`src/rtl/id_ram_writer.sv`:
```
// ---------------------------------------------------------------------------
// id_ram_writer
//
// Enrollment controller for the user-ID store. It takes a new user ID from
// the entry logic, scans the IDs already held in the ID RAM for a duplicate,
// and writes the new ID into the next free slot. The single-port synchronous
// RAM (depth 2**ADDR_W, width ID_W) is owned exclusively by this block while
// busy. Entries are kept packed at addresses 0..id_count-1.
//
// Ports:
//   clk       in   system clock, rising edge
//   rst       in   asynchronous, active-high reset
//   req       in   one-cycle enroll request for id_in (sampled only in IDLE)
//   clr       in   one-cycle erase-all request (sampled only in IDLE, wins
//                  over req)
//   id_in     in   ID to enroll, valid with req
//   q         in   RAM read data for the address registered at the last edge
//   address   out  RAM address
//   data      out  RAM write data (always the latched ID)
//   wren      out  RAM write enable, high only in the WRITE state
//   busy      out  high whenever an operation is in progress
//   done      out  one-cycle pulse at the end of every accepted request
//   err_dup   out  last request rejected: ID already stored (sticky)
//   err_full  out  last request rejected: store full (sticky)
//   id_count  out  number of valid entries, 0..2**ADDR_W
// ---------------------------------------------------------------------------
module id_ram_writer #(
    parameter int ID_W   = 16,
    parameter int ADDR_W = 3
) (
    input  logic              clk,
    input  logic              rst,
    input  logic              req,
    input  logic              clr,
    input  logic [ID_W-1:0]   id_in,
    input  logic [ID_W-1:0]   q,
    output logic [ADDR_W-1:0] address,
    output logic [ID_W-1:0]   data,
    output logic              wren,
    output logic              busy,
    output logic              done,
    output logic              err_dup,
    output logic              err_full,
    output logic [ADDR_W:0]   id_count
);

    localparam logic [2:0] S_IDLE  = 3'd0;
    localparam logic [2:0] S_RD    = 3'd1;
    localparam logic [2:0] S_CMP   = 3'd2;
    localparam logic [2:0] S_WRITE = 3'd3;
    localparam logic [2:0] S_DONE  = 3'd4;

    localparam int              DEPTH_I    = 1 << ADDR_W;
    localparam logic [ADDR_W:0] FULL_COUNT = DEPTH_I[ADDR_W:0];
    localparam logic [ADDR_W:0] ONE        = {{ADDR_W{1'b0}}, 1'b1};

    logic [2:0]      state_q,    state_d;
    logic [ADDR_W:0] idx_q,      idx_d;
    logic [ADDR_W:0] count_q,    count_d;
    logic [ID_W-1:0] id_reg_q,   id_reg_d;
    logic            err_dup_q,  err_dup_d;
    logic            err_full_q, err_full_d;

    logic [ADDR_W:0] idx_inc;

    assign idx_inc = idx_q + ONE;

    // Next-state logic. A scan visits entries 0..count-1 in RD/CMP pairs,
    // because the RAM returns data one edge after the address is presented.
    // An empty store skips the scan; a full store is rejected without any
    // RAM access.
    always_comb begin
        state_d    = state_q;
        idx_d      = idx_q;
        count_d    = count_q;
        id_reg_d   = id_reg_q;
        err_dup_d  = err_dup_q;
        err_full_d = err_full_q;

        case (state_q)
            S_IDLE: begin
                if (clr) begin
                    count_d    = '0;
                    err_dup_d  = 1'b0;
                    err_full_d = 1'b0;
                end else if (req) begin
                    id_reg_d   = id_in;
                    err_dup_d  = 1'b0;
                    err_full_d = 1'b0;
                    idx_d      = '0;
                    if (count_q == FULL_COUNT) begin
                        err_full_d = 1'b1;
                        state_d    = S_DONE;
                    end else if (count_q == '0) begin
                        state_d = S_WRITE;
                    end else begin
                        state_d = S_RD;
                    end
                end
            end

            S_RD: begin
                state_d = S_CMP;
            end

            S_CMP: begin
                if (q == id_reg_q) begin
                    err_dup_d = 1'b1;
                    state_d   = S_DONE;
                end else begin
                    idx_d = idx_inc;
                    if (idx_inc == count_q) begin
                        state_d = S_WRITE;
                    end else begin
                        state_d = S_RD;
                    end
                end
            end

            S_WRITE: begin
                count_d = count_q + ONE;
                state_d = S_DONE;
            end

            S_DONE: begin
                state_d = S_IDLE;
            end

            default: begin
                state_d = S_IDLE;
            end
        endcase
    end

    // All state lives here; reset is asynchronous so every decoded output
    // (including wren) drops as soon as rst rises.
    always_ff @(posedge clk or posedge rst) begin
        if (rst) begin
            state_q    <= S_IDLE;
            idx_q      <= '0;
            count_q    <= '0;
            id_reg_q   <= '0;
            err_dup_q  <= 1'b0;
            err_full_q <= 1'b0;
        end else begin
            state_q    <= state_d;
            idx_q      <= idx_d;
            count_q    <= count_d;
            id_reg_q   <= id_reg_d;
            err_dup_q  <= err_dup_d;
            err_full_q <= err_full_d;
        end
    end

    // Outputs are decoded from the current state so the RAM sees the address
    // and write enable in the same cycle the state is entered. The write slot
    // is id_count itself since entries are packed from address 0.
    always_comb begin
        address = '0;
        case (state_q)
            S_RD:    address = idx_q[ADDR_W-1:0];
            S_WRITE: address = count_q[ADDR_W-1:0];
            default: address = '0;
        endcase
    end

    assign data     = id_reg_q;
    assign wren     = (state_q == S_WRITE);
    assign busy     = (state_q != S_IDLE);
    assign done     = (state_q == S_DONE);
    assign err_dup  = err_dup_q;
    assign err_full = err_full_q;
    assign id_count = count_q;

endmodule

```
`config.mk`:
```
export PLATFORM = sky130hd
export DESIGN_NAME = id_ram_writer
export DESIGN_NICKNAME = d
export VERILOG_FILES = /design/src/rtl/id_ram_writer.sv
export SDC_FILE = /design/constraint.sdc
export NUM_CORES = 1
export LEC_CHECK = 0
export CAP_MARGIN = 40
export CORE_ASPECT_RATIO = 1.2
export CORE_MARGIN = 2
export CORE_UTILIZATION = 30
export DETAILED_ROUTE_END_ITERATION = 7
export HOLD_SLACK_MARGIN = 0.1
export RECOVER_POWER = 50
export SLEW_MARGIN = 0
export SYNTH_ARGS = -nofsm -noshare
export SYNTH_HDL_FRONTEND = slang
export SYNTH_SLANG_ARGS = --single-unit
```
`constraint.sdc`:
```
create_clock -name clk -period 4 [get_ports clk]
set_input_delay 0.6 -clock clk [delete_from_list [all_inputs] [get_ports clk]]
set_output_delay 0.6 -clock clk [all_outputs]
set_load 0.02 [all_outputs]
```
**Word level (Yosys, flattened, before mapping)**

Index checks and enable logic that the tools add are counted.

- Output and inout bits: 28
- Input bits: 36
- Register bits: 29
- Word-level logic and storage cells: 55

- Multiplexer cells: 21
- Bitwise gates (word level): 1
- Reduce and logical (&&, ||, !) cells: 12
- Equal/unequal tests: 13
- $add $sub $neg: 2

Operators with widths:

| cell | count |
|---|---|
| $eq 16x16->1 | 1 |
| $mux 4 | 4 |
| $pmux 4 s2 | 2 |
| $mux 3 | 4 |
| $pmux 3 s4 | 1 |
| $ne 2x2->1 const B | 5 |
| $add 4x1->4 const B | 2 |
| $eq 3x2->1 const B | 2 |
| $mux 1 | 6 |
| $pmux 3 s2 | 1 |
| $reduce_and 2->1 | 3 |
| $reduce_and 3->1 | 2 |
| $reduce_bool 2->1 | 3 |
| $eq 4x4->1 | 1 |
| $eq 4x4->1 const B | 1 |
| $logic_not 4->1 | 1 |
| $mux 2 | 2 |
| $reduce_and 4->1 | 1 |
| $eq 3x1->1 const B | 1 |
| $eq 3x3->1 const B | 1 |
| $logic_not 3->1 | 1 |
| $ne 3x3->1 const B | 1 |
| $reduce_bool 3->1 | 1 |
| $pmux 1 s2 | 1 |
| $not 1->1 | 1 |

**Logic depth before layout (Yosys ltp)**

Gate-level depths: netlist (run 1).

- Depth in word-level cells: 6
- Mapped depth: 7
- Mapped depth without buffers: 6

**Least setup slack after synthesis (run 1)**

No wires, ideal clock.

- Path kind: register to register
- Start: reg state_q[2]
- End: reg id_reg_q[1] (netlist: data[1])
- Data arrival time: 1615 ps
- Clock period less this slack: 1740 ps
- Data required time: 3875 ps
- Cell stages (with the launch flop): 8
- Path slack: 2260 ps
- Buffers on the path: 3
- Cells stage by stage: dfrtp_1 -> buf_6 -> nor3_4 -> inv_2 -> or2_1 -> buf_6 -> buf_12 -> mux2_4

- Cells in the longest elaborated chain, start to end: 2

RTL lines:

| what | RTL line | source |
|---|---|---|
| start, declared | 57 | `logic [2:0] state_q, state_d;` |
| start signal, assigned | 146 | `state_q <= state_d;` |
| $logic_not 3->1 | 80 | `case (state_q)` |
| $reduce_and 3->1 (no line) | - |  |
| end signal, assigned | 149 | `id_reg_q <= id_reg_d;` |
| end, declared | 60 | `logic [ID_W-1:0] id_reg_q, id_reg_d;` |

Every way passes these cells.
A chain may end at the register's enable or synchronous reset.

**Worst setup path in the final report (run 1)**

- Start: reg state_q[2]
- End: out wren

- Cells in the longest elaborated chain, start to end: 1

RTL lines:

| what | RTL line | source |
|---|---|---|
| $eq 3x2->1 | 168 | `assign wren = (state_q == S_WRITE);` |
| end, declared | 39 | `output logic wren,` |

Every way passes these cells.

==> results.py, run 1 <==
metrics = {
    "global_route": {
        "grt_pass1_vias": 1393,
        "overflow": 0,
        "grt_pass1_wl_mm": 6.32,
        "grt.total_usage": 0.132,
        "grt_max_degree": 30,
        "antenna_found_initial": 0,
    },
    "yosys": {
        "synth_top_area_share": 0.439,
        "yosysUniqueCellTypes": 35,
        "synthTopCellsByArea": "dfrtp_1 44%, xnor2_1 11%, mux2_4 8.2%",
        "syn_inst": 151,
        "yosys.area.top_type": "dfrtp_1",
        "syn-num-nets": 190,
        "synth-seq-cells": 29,
        "synth_seq_area_share": 0.439,
        "syn_avg_cell_area_um2": 10.9,
        "synth_warnings": 0,
        "synthesis.area_mm2": 0.00165,
    },
    "cts": {
        "cts_setup_buffers": 0,
        "clock_sinks": 29,
        "cts_tree": "yes",
        "cts_buffer_depth": 2,
        "cts.htree.levels": 2,
        "cts_made_buffers": 5,
        "insertion_delay_ns": 0.28,
        "postCtsHoldBufs": 0,
        "clkSlewWorstSetupHoldPaths_ns": 0.07,
        "ctsResizeCount": 0,
        "clk_root_buffer_cell": "clkbuf_8",
    },
    "status": {
        "violations": "max-capacitance violations, max-slew violations",
        "status": "finished with violations",
    },
    "floorplanning": {
        "boundaryPins": 64,
        "rows": 29,
        "fp.dieH_um": 85.3,
        "core-area_mm2": 0.00530,
        "initial_utilization": 0.312,
        "die_area_mm2": 0.00612,
        "die_w_um": 71.8,
    },
    "final_layout": {
        "nets": 257,
        "mostFrequentLayoutCells": "55 x clkdlybuf4s50_1, 29 x dfrtp_1, 20 x xnor2_1",
        "layout_commonest_cell": "clkdlybuf4s50_1",
        "n_fill_cell": 526,
        "regArea_um2": 726,
        "area_delta_synth_final_pct": 44.8,
        "multiInputGateArea_um2": 836,
        "post-route-util": 0.452,
        "n_antenna_cell": 0,
        "drive_gt1_frac": 0.128,
    },
    "sta": {
        "slew_violations": 30,
        "slew_headroom": -0.0374,
        "min_period_ns": 2.70,
        "hold_violations": 0,
        "finalSetupTns_ns": 0,
        "max_slew.worst_pin.slew_ns": 1.56,
        "period_share": 0.674,
        "setup_violations": 0,
        "fmax_mhz": 371,
        "rsz0062_at_grt": "false",
        "clock_skew_ns": 0.00403,
    },
    "setup_path": {
        "r2r-end": "data[10]",
        "crit_path_max_fanout": 9,
        "rr_worst_depth": 5,
        "crit_required_ns": 3.40,
        "crit_arrival_ns": 2.10,
        "path_class": "reg2out",
        "endpoint_kind": "output port",
        "start_kind": "register",
        "rr_startpoint": "state_q[1]",
        "r2r_setup_slack_ns": 1.71,
    },
    "min_path": {
        "worstHoldPathType": "reg2reg",
        "hold_depth": 2,
        "holdPathEnd": "err_dup",
        "hp-start": "err_dup",
    },
    "drt": {
        "avgViaCountPerCell": 4.69,
        "drt_iter0_markers": 76,
        "drc": 0,
        "antenna_left": 0,
        "wl_per_cell_um": 12.9,
        "totalWireLength_mm": 3.63,
        "drtPass1Iterations": 4,
        "vias": 1318,
    },
    "power": {
        "p_leak_nw": 1.00,
        "ir_drop_mv": 0.366,
        "powerDensity_mw_per_mm2": 682,
    },
    "placement": {
        "gp_congestion": 0.701,
        "io_buffers": 63,
        "place_hpwl_mm": 2.79,
    },
    "run": {
        "cap_violations": 1,
    },
}
-- registers in the layout (all words and copies together), names as in the netlist --
name      flops
state_q       3
id_count      4
data         16
err_dup       1
err_full      1
idx_q         4
-- layer usage --
layer | global-route usage | routed length, µm
met5 | 0 | 0
met4 | 0.0463 | 59
met3 | 0.0558 | 319
met2 | 0.199 | 1560
met1 | 0.169 | 1700
-- Yosys cell counts, drive strengths merged --
| master | number |
|---|---|
| a21o | 1 |
| a21oi | 6 |
| a31oi | 1 |
| and2 | 1 |
| buf | 5 |
| dfrtp | 29 |
| ha | 3 |
| inv | 8 |
| mux2 | 16 |
| mux2i | 4 |
| nand2 | 12 |
| nand2b | 3 |
| nand3 | 6 |
| nand4 | 6 |
| nor2 | 9 |
| nor2b | 1 |
| nor3 | 3 |
| nor3b | 1 |
| nor4 | 1 |
| o211ai | 2 |
| o21ai | 4 |
| o22ai | 1 |
| o32ai | 1 |
| or2 | 2 |
| or3 | 1 |
| or4 | 2 |
| xnor2 | 20 |
| xor2 | 2 |
-- critical path, stage by stage (launching register included) --
cell             delay (ns)
dfrtp_1                0.49
nand2b_1               0.26
nor2_1                 0.38
clkdlybuf4s50_1        0.69
-- area by class of cell --
class	count	share of cell area
Multi-Input combinational cell	109	0.349
Tap cell	62	0.0324
Clock inverter	3	0.00732
Inverter	8	0.0125
Sequential cell	29	0.303
Timing Repair Buffer	65	0.267
Clock buffer	5	0.0288
-- worst max path at each step --
stage	from	endpoint	slack, ns	depth (start not counted)
after detailed placement	q[15]	idx_q[1]	1.55	6
after global placement	clr	data[11]	1.47	4
after floorplan	state_q[2]	data[1]	2.26	7
after CTS	state_q[2]	wren	1.27	3
final	state_q[2]	wren	1.30	3
after global routing	state_q[2]	wren	1.16	3
-- through the flow --
stage | hold WS, ns | area [µm²] | cells | setup slack (ns) | power [mW]
after global placement | 0.466 | 2310 | 272 | 1.47 | 1.42
after floorplan | 0.499 | 1650 | 151 | 2.26 | 1.11
final | 0.484 | 2390 | 281 | 1.30 | 1.63
after CTS | 0.496 | 2410 | 281 | 1.27 | 1.67
after global routing | 0.535 | 2390 | 281 | 1.16 | 1.76
after detailed placement | 0.469 | 2320 | 273 | 1.55 | 1.42
-- cell families (layout without fill, tap and decap cells) --
| kind of cell | Yosys count | in the layout | share of synthesized area |
|---|---|---|---|
| mux | 20 | 20 | 0.154 |
| xor+xnor | 22 | 22 | 0.117 |
| flops | 29 | 29 | 0.439 |
| compound gates | 16 | 16 | 0.0568 |
| buf+inv | 13 | 81 | 0.0553 |
| fa+ha+maj | 3 | 3 | 0.0227 |
| simple gates | 48 | 48 | 0.156 |
-- power by group --
part           switching, mW  internal (mW)  total (mW)
sequential             0.150          0.408       0.558
clock                  0.118          0.120       0.238
combinational          0.377          0.461       0.837
Power figures use the tool's default switching activity.
==> run 2: changes to the inputs <==
==> constraint.sdc (replaced) <==
create_clock -name clk -period 2.7 [get_ports clk]
set_input_delay 0.405 -clock clk [delete_from_list [all_inputs] [get_ports clk]]
set_output_delay 0.405 -clock clk [all_outputs]
set_load 0.02 [all_outputs]
==> run 2 against run 1 <==
Effect of this change: the run still ends with max-capacitance violations, max-slew violations left; clock skew increased by 0.0014 ns; non-clock buffer count up 1; global-route usage fell by 0.16 points; worst hold slack hardly changed; worst setup slack got worse by 0.88 ns; sequential share of layout area barely moved; critical path type unchanged.
==> results.py, run 2 (synthesis results as in run 1) <==
metrics = {
    "status": {
        "status": "finished with violations",
        "violations": "max-capacitance violations, max-slew violations",
    },
    "drt": {
        "drtPass1Iterations": 4,
        "wl_per_cell_um": 13.2,
        "avgViaCountPerCell": 4.73,
        "antenna_left": 0,
        "totalWireLength_mm": 3.71,
        "vias": 1330,
        "drc": 0,
        "drt_iter0_markers": 75,
    },
    "global_route": {
        "grt_max_degree": 30,
        "grt_pass1_vias": 1393,
        "grt.total_usage": 0.130,
        "overflow": 0,
        "grt_pass1_wl_mm": 6.31,
        "antenna_found_initial": 0,
    },
    "sta": {
        "fmax_mhz": 440,
        "min_period_ns": 2.27,
        "clock_skew_ns": 0.00544,
        "period_share": 0.842,
        "finalHoldWorstSlack_ns": 0.484,
        "setup_slack_ns": 0.426,
        "slew_violations": 30,
        "rsz0062_at_grt": "false",
        "finalSetupTns_ns": 0,
        "slew_headroom": -0.0335,
        "hold_violations": 0,
        "setup_violations": 0,
        "max_slew.worst_pin.slew_ns": 1.55,
    },
    "final_layout": {
        "fin_cells": 281,
        "nets": 258,
        "area_delta_synth_final_pct": 44.6,
        "drive_gt1_frac": 0.119,
        "n_fill_cell": 503,
        "mostFrequentLayoutCells": "53 x clkdlybuf4s50_1, 29 x dfrtp_1, 20 x xnor2_1",
        "largest_reg_flops": 16,
        "layout_commonest_cell": "clkdlybuf4s50_1",
        "n_antenna_cell": 0,
    },
    "power": {
        "pwr-share-comb": 0.514,
        "sw_frac_of_total": 0.386,
        "ir_drop_mv": 0.594,
        "powerDensity_mw_per_mm2": 1010,
        "seq_power_share": 0.339,
        "power.switching_mw": 0.927,
        "pwr-share-clk": 0.147,
        "p_leak_nw": 1.00,
        "intPower_mw": 1.48,
    },
    "setup_path": {
        "path_class": "reg2out",
        "max_stage_delay_ns": 0.55,
        "endpoint_kind": "output port",
        "path_cells": "nor3_1, inv_2, clkdlybuf4s50_1",
        "crit_required_ns": 2.30,
        "cp_top_family": "buffers and inverters",
        "r2r-end": "data[1]",
        "start_kind": "register",
        "path_buf_inv": 2,
        "r2r_setup_slack_ns": 0.76,
        "cp-startpoint": "state_q[2]",
        "crit_slowest_cell": "clkdlybuf4s50_1",
        "rr_startpoint": "state_q[2]",
        "crit_path_max_fanout": 9,
        "crit_arrival_ns": 1.87,
        "rr_worst_depth": 5,
    },
    "floorplanning": {
        "die_area_mm2": 0.00612,
        "rows": 29,
        "core-area_mm2": 0.00530,
        "boundaryPins": 64,
        "initial_utilization": 0.312,
        "die_w_um": 71.8,
        "fp.dieH_um": 85.3,
    },
    "cts": {
        "cts_buffer_depth": 2,
        "cts.htree.levels": 2,
        "clock_sinks": 29,
        "cts_made_buffers": 5,
        "ctsResizeCount": 0,
        "insertion_delay_ns": 0.27,
        "cts_setup_buffers": 0,
        "postCtsHoldBufs": 0,
        "clk_root_buffer_cell": "clkbuf_8",
        "cts_tree": "yes",
        "clkSlewWorstSetupHoldPaths_ns": 0.06,
    },
    "min_path": {
        "hold_depth": 2,
        "hp-start": "err_dup",
        "worstHoldPathType": "reg2reg",
        "holdPathEnd": "err_dup",
    },
    "placement": {
        "place_ws_ns": 0.535,
        "place_hpwl_mm": 2.84,
        "io_buffers": 63,
        "place_inst": 274,
        "gp_congestion": 0.763,
    },
    "run": {
        "cap_violations": 1,
    },
}
-- run 2: cell count changes in the layout (fill, tap and decap cells not counted), sizes merged --
cell,previous run,this run
clkbuf,7,9
clkdlybuf4s50,55,53
clkinv,2,0
dlygate4sd3,8,10
buf,0,1
clkinvlp,1,0
-- run 2: worst max path at each step --
stage | slack, ns | cells past startpoint | endpoint
finish | 0.43 | 3 | busy
global route | 0.31 | 3 | busy
CTS | 0.40 | 3 | wren
detailed placement | 0.53 | 6 | idx_q[0]
global placement | 0.60 | 6 | state_q[1]
floorplan | 0.96 | 7 | data[1]
-- run 2: area by class of cell --
cell class / count / area (µm²) / share of cell area
well taps: 62 / 77.6 / 0.0325
inverters: 8 / 30.0 / 0.0126
clock buffers: 7 / 86.3 / 0.0361
multi-input cells: 109 / 825 / 0.345
repair buffers: 66 / 646 / 0.270
flip-flops and latches: 29 / 726 / 0.304
-- run 2: power groups by stage --
stage               clock [mW]  combinational (mW)  sequential, mW
global placement             0                1.27           0.832
global route             0.390                1.34           0.848
detailed placement           0                1.28           0.832
CTS                      0.371                1.29           0.830
finish                   0.354                1.24           0.815
floorplan                    0               0.718           0.921
-- run 2: through the flow --
step           total power [mW]  utilization  area (µm²)
5_1_grt                    2.58        0.451        2390
4_1_cts                    2.49        0.455        2410
3_5_place_dp               2.11        0.438        2320
3_3_place_gp               2.11        0.438        2320
6_report                   2.40        0.451        2390
2_1_floorplan              1.64            -        1650
-- run 2: worst reg2reg max path, cell delays in order, from the launching register on --
cell and delay [ns]:
dfrtp_1 0.47, nor3_1 0.51, inv_2 0.06, or2_1 0.24, buf_4 0.22, mux2_4 0.32
-- run 2: layer usage --
layer	track usage	part of all wire
met1	0.150	0.40
met2	0.215	0.48
met3	0.0582	0.10
met4	0.0446	0.014
met5	0	0
==> run 3: changes to the inputs <==
==> constraint.sdc (replaced) <==
create_clock -name clk -period 2.25 [get_ports clk]
set_input_delay 0.3375 -clock clk [delete_from_list [all_inputs] [get_ports clk]]
set_output_delay 0.3375 -clock clk [all_outputs]
set_load 0.02 [all_outputs]
==> run 3 against run 2 <==
Effect of this change: flip-flop and latch count unchanged; power is 24% higher; utilization up 0.94 points; critical endpoint is now done; register-to-register slack got worse by 0.24 ns; cell count is 0.71% higher; die area unchanged; clock power up 36%; first-iteration DRC count fell by 31%; the run now ends clean; worst setup slack got worse by 0.22 ns; sequential share of layout area decreased by 0.52 points; wire length grew 0.16%.
==> results.py, run 3 (synthesis results as in run 1) <==
metrics = {
    "sta": {
        "finalHoldWorstSlack_ns": 0.478,
        "fmax_mhz": 489,
        "setup_violations": 0,
        "slew_headroom": 0.514,
        "setup_slack_ns": 0.206,
        "min_period_ns": 2.04,
        "clock_skew_ns": 0.00966,
        "rsz0062_at_grt": "false",
        "max_slew.worst_pin.slew_ns": 0.729,
        "hold_violations": 0,
        "slew_violations": 0,
        "finalSetupTns_ns": 0,
        "period_share": 0.909,
    },
    "power": {
        "powerDensity_mw_per_mm2": 1220,
        "p_leak_nw": 1.03,
        "ir_drop_mv": 0.629,
    },
    "floorplanning": {
        "core-area_mm2": 0.00530,
        "rows": 29,
        "initial_utilization": 0.312,
        "fp.dieH_um": 85.3,
        "boundaryPins": 64,
        "die_area_mm2": 0.00612,
        "die_w_um": 71.8,
    },
    "setup_path": {
        "r2r_setup_slack_ns": 0.52,
        "crit_path_max_fanout": 9,
        "r2r-end": "idx_q[0]",
        "crit_slowest_cell": "clkdlybuf4s50_1",
        "rr_worst_depth": 5,
        "start_kind": "register",
        "endpoint_kind": "output port",
        "rr_startpoint": "data[5]",
        "path_cells": "nor2_1, and2_1, clkdlybuf4s50_1",
        "crit_arrival_ns": 1.71,
        "path_class": "reg2out",
        "crit_required_ns": 1.91,
        "max_stage_delay_ns": 0.60,
    },
    "run": {
        "cap_violations": 0,
    },
    "drt": {
        "drt_iter0_markers": 52,
        "avgViaCountPerCell": 4.69,
        "vias": 1327,
        "drtPass1Iterations": 4,
        "drc": 0,
        "totalWireLength_mm": 3.71,
        "wl_per_cell_um": 13.1,
        "antenna_left": 0,
    },
    "cts": {
        "cts_setup_buffers": 0,
        "cts_made_buffers": 5,
        "insertion_delay_ns": 0.28,
        "clkSlewWorstSetupHoldPaths_ns": 0.07,
        "cts_buffer_depth": 2,
        "clock_sinks": 29,
        "cts_tree": "yes",
        "clk_root_buffer_cell": "clkbuf_8",
        "cts.htree.levels": 2,
    },
    "placement": {
        "gp_congestion": 0.735,
        "place_hpwl_mm": 2.84,
        "place_inst": 275,
        "io_buffers": 63,
        "place_ws_ns": 0.130,
    },
    "min_path": {
        "hold_depth": 2,
        "holdPathEnd": "err_dup",
        "hp-start": "err_dup",
        "worstHoldPathType": "reg2reg",
    },
    "global_route": {
        "grt_pass1_vias": 1424,
        "grt.total_usage": 0.134,
        "overflow": 0,
        "grt_max_degree": 30,
        "antenna_found_initial": 0,
        "grt_pass1_wl_mm": 6.37,
    },
    "final_layout": {
        "drive_gt1_frac": 0.149,
        "fin_cells": 283,
        "area_delta_synth_final_pct": 47.6,
        "nets": 259,
        "mostFrequentLayoutCells": "53 x clkdlybuf4s50_1, 27 x dfrtp_1, 20 x xnor2_1",
        "layout_commonest_cell": "clkdlybuf4s50_1",
        "largest_reg_flops": 16,
        "n_antenna_cell": 0,
        "post-route-util": 0.461,
    },
    "status": {
        "status": "completed",
    },
}
[run 3: layer usage]
metal / up-vias / global-route usage / wire length (µm)
li1: 660 / - / -
met2: 53 / 0.227 / 1790
met4: 0 / 0.0515 / 63
met3: 7 / 0.0546 / 353
met1: 607 / 0.148 / 1500
met5: - / 0 / 0
[run 3: through the flow]
stage          area, µm²  power (mW)
2_1_floorplan       1650        1.97
3_3_place_gp        2340        2.55
3_5_place_dp        2340        2.55
4_1_cts             2440        3.05
5_1_grt             2440        3.19
6_report            2440        2.98
[run 3: worst max-delay path by stage]
stage                    start    endpoint  depth (start not counted)
floorplan           state_q[2]     data[1]                          7
global placement          q[1]  state_q[1]                          6
detailed placement        q[1]    idx_q[0]                          6
CTS                 state_q[1]        wren                          3
global route        state_q[0]        wren                          3
finish              state_q[1]        done                          3
[run 3: worst max-delay path: cells and delay by family, from the launching register on]
| kind | cells | cell delay [ns] |
|---|---|---|
| and+or+nand+nor | 2 | 0.34 |
| DFF | 1 | 0.49 |
| buffers and inverters | 1 | 0.60 |
[run 3: repair_timing]
item / in CTS / in global routing
hold buffers: 0 / 0
endpoints found under the setup margin: 0 / 1
resized for setup: 0 / 2
[run 3: cell type report]
| cell class | instances | area (µm²) |
|---|---|---|
| clock buffer | 7 | 96.3 |
| clock inverter | 1 | 5.00 |
| fill | 497 | 2860 |
| inverter | 8 | 30.0 |
| multi-input combinational | 109 | 836 |
| sequential | 29 | 728 |
| tap | 62 | 77.6 |
| timing repair buffer | 67 | 667 |
[run 3: power by group]
part | total [mW] | switching [mW] | leakage, nW | internal, mW
combinational | 1.52 | 0.692 | 0.612 | 0.828
sequential | 0.981 | 0.252 | 0.362 | 0.729
clock | 0.480 | 0.204 | 0.0542 | 0.276
